==> src/rtl/sfft_pkg.sv <==
// Shared types and sizing helpers for the SFFT butterfly control path.
package sfft_pkg;

    typedef enum logic [1:0] {
        StIdle,
        StIssue,
        StDrain,
        StDone
    } state_t;

    localparam int unsigned DEFAULT_NFFT         = 512;
    localparam int unsigned DEFAULT_NFFT_LOG2    = $clog2(DEFAULT_NFFT);
    localparam int unsigned DEFAULT_BFLY_LATENCY = 3;

    // One cycle of ROM access plus one of RAM read, then the butterfly itself.
    function automatic int unsigned pipe_depth(input int unsigned bfly_latency);
        return 2 + bfly_latency;
    endfunction

    function automatic int unsigned rom_addr_width(input int unsigned nfft,
                                                   input int unsigned nfft_log2);
        return $clog2(nfft_log2 * nfft / 2);
    endfunction

    localparam int unsigned PIPE_DEPTH = pipe_depth(DEFAULT_BFLY_LATENCY);
    localparam int unsigned DEFAULT_ROM_ADDR_W =
        rom_addr_width(DEFAULT_NFFT, DEFAULT_NFFT_LOG2);

endpackage

==> src/rtl/sfft_index_delay_line.sv <==
// Shift register carrying {valid, aIndex, bIndex, k} from RAM read to butterfly
// input (tap 0) and on to write-back (tap Latency).
module sfft_index_delay_line #(
    parameter int unsigned IdxW    = 9,
    parameter int unsigned Latency = 3
) (
    input  logic            clk,
    input  logic            reset_n,
    input  logic            in_valid_i,
    input  logic [IdxW-1:0] in_a_i,
    input  logic [IdxW-1:0] in_b_i,
    input  logic [IdxW-1:0] in_k_i,
    output logic            bfly_valid_o,
    output logic [IdxW-1:0] bfly_k_o,
    output logic            wb_valid_o,
    output logic [IdxW-1:0] wb_a_o,
    output logic [IdxW-1:0] wb_b_o
);

    localparam int unsigned Depth  = Latency + 1;
    localparam int unsigned EntryW = 1 + 3 * IdxW;

    logic [EntryW-1:0] pipe_q [Depth];
    logic [EntryW-1:0] pipe_d [Depth];

    always_comb begin
        pipe_d[0] = {in_valid_i, in_a_i, in_b_i, in_k_i};
        for (int i = 1; i < Depth; i++) begin
            pipe_d[i] = pipe_q[i-1];
        end
    end

    always_ff @(posedge clk) begin
        if (!reset_n) begin
            for (int i = 0; i < Depth; i++) begin
                pipe_q[i] <= '0;
            end
        end else begin
            for (int i = 0; i < Depth; i++) begin
                pipe_q[i] <= pipe_d[i];
            end
        end
    end

    assign bfly_valid_o = pipe_q[0][EntryW-1];
    assign bfly_k_o     = pipe_q[0][IdxW-1:0];
    assign wb_valid_o   = pipe_q[Depth-1][EntryW-1];
    assign wb_a_o       = pipe_q[Depth-1][3*IdxW-1:2*IdxW];
    assign wb_b_o       = pipe_q[Depth-1][2*IdxW-1:IdxW];

endmodule

==> src/rtl/sfft_butterfly_sequencer.sv <==
// Walks every stage/butterfly of the SFFT, issuing ROM and ping-pong buffer
// addresses and delaying the indexes to the butterfly write-back.
module sfft_butterfly_sequencer
    import sfft_pkg::*;
#(
    parameter int unsigned NFFT         = DEFAULT_NFFT,
    parameter int unsigned NFFT_LOG2    = DEFAULT_NFFT_LOG2,
    parameter int unsigned BFLY_LATENCY = DEFAULT_BFLY_LATENCY,
    parameter int unsigned ROM_ADDR_W   = rom_addr_width(NFFT, NFFT_LOG2)
) (
    input  logic                  clk,
    input  logic                  reset_n,
    input  logic                  start,
    output logic                  busy,
    output logic                  done,
    output logic                  resultBank,
    output logic [ROM_ADDR_W-1:0] romAddress,
    input  logic [NFFT_LOG2-1:0]  romAIndex,
    input  logic [NFFT_LOG2-1:0]  romBIndex,
    input  logic [NFFT_LOG2-1:0]  romK,
    output logic                  readBank,
    output logic [NFFT_LOG2-1:0]  readAddrA,
    output logic [NFFT_LOG2-1:0]  readAddrB,
    output logic [NFFT_LOG2-1:0]  kValue,
    output logic                  bflyInValid,
    output logic [NFFT_LOG2-1:0]  writeAddrA,
    output logic [NFFT_LOG2-1:0]  writeAddrB,
    output logic                  writeEnable
);

    localparam int unsigned BflyW  = NFFT_LOG2 - 1;
    localparam int unsigned StageW = (NFFT_LOG2 > 1) ? $clog2(NFFT_LOG2) : 1;
    localparam int unsigned Depth  = pipe_depth(BFLY_LATENCY);
    localparam int unsigned DrainW = $clog2(Depth + 1);

    state_t              state_q, state_d;
    logic [StageW-1:0]   stage_q, stage_d;
    logic [BflyW-1:0]    bfly_q, bfly_d;
    logic [DrainW-1:0]   drain_q, drain_d;
    logic                read_bank_q, read_bank_d;
    logic                rd_valid_q, rd_valid_d;
    logic                issue_valid;

    always_comb begin
        state_d     = state_q;
        stage_d     = stage_q;
        bfly_d      = bfly_q;
        drain_d     = drain_q;
        read_bank_d = read_bank_q;
        issue_valid = 1'b0;
        busy        = 1'b0;
        done        = 1'b0;
        unique case (state_q)
            StIdle: begin
                if (start) begin
                    stage_d     = '0;
                    bfly_d      = '0;
                    read_bank_d = 1'b0;
                    state_d     = StIssue;
                end
            end
            StIssue: begin
                issue_valid = 1'b1;
                busy        = 1'b1;
                // bfly wraps to zero on the last butterfly of the stage
                bfly_d      = bfly_q + 1'b1;
                if (bfly_q == '1) begin
                    drain_d = '0;
                    state_d = StDrain;
                end
            end
            StDrain: begin
                busy    = 1'b1;
                drain_d = drain_q + 1'b1;
                if (drain_q == DrainW'(Depth - 1)) begin
                    drain_d = '0;
                    if (stage_q == StageW'(NFFT_LOG2 - 1)) begin
                        state_d = StDone;
                    end else begin
                        stage_d     = stage_q + 1'b1;
                        bfly_d      = '0;
                        read_bank_d = ~read_bank_q;
                        state_d     = StIssue;
                    end
                end
            end
            StDone: begin
                done    = 1'b1;
                state_d = StIdle;
            end
            default: state_d = StIdle;
        endcase
        rd_valid_d = issue_valid;
    end

    always_ff @(posedge clk) begin
        if (!reset_n) begin
            state_q     <= StIdle;
            stage_q     <= '0;
            bfly_q      <= '0;
            drain_q     <= '0;
            read_bank_q <= 1'b0;
            rd_valid_q  <= 1'b0;
        end else begin
            state_q     <= state_d;
            stage_q     <= stage_d;
            bfly_q      <= bfly_d;
            drain_q     <= drain_d;
            read_bank_q <= read_bank_d;
            rd_valid_q  <= rd_valid_d;
        end
    end

    assign resultBank = 1'(NFFT_LOG2 % 2);
    assign readBank   = read_bank_q;
    assign romAddress = issue_valid
        ? ROM_ADDR_W'(stage_q) * ROM_ADDR_W'(NFFT / 2) + ROM_ADDR_W'(bfly_q)
        : '0;

    // ROM data arrives one cycle after issue and goes straight out as RAM addresses.
    assign readAddrA = rd_valid_q ? romAIndex : '0;
    assign readAddrB = rd_valid_q ? romBIndex : '0;

    logic [NFFT_LOG2-1:0] rd_k;
    assign rd_k = rd_valid_q ? romK : '0;

    sfft_index_delay_line #(
        .IdxW    (NFFT_LOG2),
        .Latency (BFLY_LATENCY)
    ) u_delay_line (
        .clk          (clk),
        .reset_n      (reset_n),
        .in_valid_i   (rd_valid_q),
        .in_a_i       (readAddrA),
        .in_b_i       (readAddrB),
        .in_k_i       (rd_k),
        .bfly_valid_o (bflyInValid),
        .bfly_k_o     (kValue),
        .wb_valid_o   (writeEnable),
        .wb_a_o       (writeAddrA),
        .wb_b_o       (writeAddrB)
    );

endmodule
==> config.mk <==
export PLATFORM = sky130hd
export DESIGN_NAME = sfft_butterfly_sequencer
export DESIGN_NICKNAME = d
export VERILOG_FILES = /design/src/rtl/sfft_pkg.sv /design/src/rtl/sfft_index_delay_line.sv /design/src/rtl/sfft_butterfly_sequencer.sv
export SDC_FILE = /design/constraint.sdc
export NUM_CORES = 1
export LEC_CHECK = 0
export CORE_ASPECT_RATIO = 1.1
export CORE_UTILIZATION = 49
export CTS_CLUSTER_SIZE = 14
export DETAILED_ROUTE_END_ITERATION = 8
export HOLD_SLACK_MARGIN = 0.12
export PLACE_DENSITY = 0.85
export SYNTH_ARGS = -nofsm -noshare
export SYNTH_HDL_FRONTEND = slang
export SYNTH_SLANG_ARGS = --single-unit
==> constraint.sdc <==
create_clock -name clk -period 2.4 [get_ports clk]
set_input_delay 0.48 -clock clk [delete_from_list [all_inputs] [get_ports clk]]
set_output_delay 0.48 -clock clk [all_outputs]
set_load 0.01 [all_outputs]
==> run metrics <==
status=finished clean; Syn Nets=415; Worst Path Buf+Inv=3; drt initial violations=188; Die Width=86.3 um; Post-DP HPWL=4450 um; H-tree level count=3; Net Sw Power=0.00109 W; Slew Viols, Final=0; DR DRC count=0; Max Root-Sink Buffers=2; CP required=1.92 ns; clock sinks=104; grt ovf=0; PortBufs=91; Slowest cell on crit path=clkdlybuf4s50_1; placed cell count=529; # diodes=0; FFs w/ async S/R, synth=0%; area of the mapped netlist=3830 sq um; Clock power frac=28.7%; CP arrival=1.78 ns; Synth area leaders=dfxtp_1, and2_1, buf_4; Internal=0.00261 W; die area=8170 sq um; Cell Count, Final, Fillers Out=545; startpoint type of the worst setup path=register; RSZ-0062 raised after global routing=no; worst skew pair latency=0.36 ns; CTS resizes=1; Area Growth Syn to Fin=26.5%; vias=2639; critical path type=register to output pin; flops & latches, synth=104; max_cap viols=0; top cells by count, synth=dfxtp_1, and2_1, and3_1, buf_4, nand2_1; Nets=474; vias per cell=4.84; GP Congestion=0.774; FP Rows=33; minimum clock period=2.26 ns; crit share post-route=94.1%; post-synth top area share=54.4%; cell taking the most area after synthesis=dfxtp_1; Seq pwr share=50.0%; synthesized instance count=376; Net Sw Frac=29.4%; area of the core=7510 sq um; CTS clock-pin slew for the worst setup and hold paths=0.11 ns; Slowest Stage Delay on Critical Path=0.54 ns; largest net degree at the start of global routing=113; Tot GR Track Use=17.0%; Crit path max-delay family=buffers and inverters; routed wire length=6740 um; first-pass GRT wire length=10800 um; EDFF count, synth=0; num ports=93; Pwr Density=762 nW/um^2; Yosys cell types=44; peak supply drop=0.000701 V; Ys Warns=0; final hold violation count=0; CTS tree=done; Final Power=0.00369 W; critical-path cell list=inv_1, ha_4, inv_1, nor2_1, clkdlybuf4s50_1; Setup TNS Final=0 ns; postcts setup bufs=0; syn_area_per_cell=10.2 sq um; Hold-fix buffers, CTS=0; Initial Utilization=50.9%; initial antenna violation count=0; worst clock skew=0.0120 ns; Num CTS Buffers=9; post-synthesis sequential area ratio=54.4%; share of layout cells above drive strength 1=6.14%; Pleak=1.99 nW; Antenna Violating Nets Remaining=0; Die H=94.7 um; Crit. End Element=output pin; Comb pwr share=21.3%; root buf cell=clkbuf_8; Worst Path Max Fanout=12; WL/cell=12.4 um; Synth Flop Type=dfxtp_1; DR pass1 iterations=4; Setup violations, final=0; vias in the first global route=2418; most common cell in the netlist=dfxtp_1; CP most frequent cell=inv_1; highest clock rate=0.443 GHz; Min-Delay Path Class=register to register
cells by family after synthesis:
kind of cell             after synthesis  share of synthesized area [%]
AND/OR/NAND/NOR                      170                           27.0
flip-flops                           104                           54.4
buffers and inverters                 57                           8.56
AO/OA/AOI/OAI                         32                           6.21
adder cells (fa/ha/maj)                9                           2.94
multiplexers                           3                          0.784
other                                  1                         0.0979
layer usage:
layer  track usage, %  wire (um)  vias to the layer above
li1                 -          -                     1330
met1             20.0       2990                     1218
met2             28.5       3270                       80
met3             4.72        357                       11
met4             8.33        119                        0
met5                0          0                        -
area by class of cell:
| type | instances | area, sq um |
|---|---|---|
| clock buffers | 9 | 124 |
| clock inverters | 7 | 85.1 |
| fillers | 632 | 2670 |
| inverters | 9 | 33.8 |
| multi-input cells | 215 | 1430 |
| flip-flops and latches | 104 | 2080 |
| well taps | 105 | 131 |
| repair buffers | 96 | 956 |
layout by cell type (no fill, tap or decap), types with 5 or more instances in the layout:
cell             netlist  layout
clkbuf_8               0       9
inv_1                  9       9
clkdlybuf4s50_1        0      90
nand2_1               19      19
nor2_1                 5       5
dfxtp_1              104     104
and2_1                87      87
and3_1                30      30
a21oi_1                5       5
ha_1                   9       8
nand3_1                8       8
registers in the layout, indices dropped and copies added (netlist names):
name                 flops
u_delay_line.pipe_q     85
bfly_q                   8
stage_q                  4
drain_q                  3
state_q                  2
rd_valid_q               1
readBank                 1
through the flow:
| stage | instance area [sq um] | hold WS, ns | worst slack, ns | util [%] |
|---|---|---|---|---|
| 2_1_floorplan | 3830 | 0.412 | 0.516 | - |
| 3_3_place_gp | 4620 | 0.414 | 0.285 | 61.5 |
| 3_5_place_dp | 4620 | 0.418 | 0.279 | 61.5 |
| 4_1_cts | 4830 | 0.433 | 0.0591 | 64.3 |
| 5_1_grt | 4840 | 0.442 | 0.0266 | 64.5 |
| 6_report | 4840 | 0.430 | 0.142 | 64.5 |
worst paths after layout:
| path | endpoint | cells past startpoint | slack, ns | start |
|---|---|---|---|---|
| max | romAddress[8] | 5 | 0.14 | state_q[1] |
| min | u_delay_line.pipe_q[1][22] | 1 | 0.43 | u_delay_line.pipe_q[0][22] |
| max reg2reg | bfly_q[4] | 6 | 0.24 | state_q[0] |
| min reg2reg | u_delay_line.pipe_q[1][22] | 1 | 0.43 | u_delay_line.pipe_q[0][22] |
power groups by stage:
stage / combinational [W] / sequential, W / clock (W)
finish: 0.000787 / 0.00184 / 0.00106
detailed placement: 0.000763 / 0.00188 / 0
global placement: 0.000740 / 0.00188 / 0
CTS: 0.000774 / 0.00184 / 0.00109
global route: 0.000860 / 0.00185 / 0.00117
floorplan: 0.000524 / 0.00188 / 0
(Power assumes the default switching activity.)
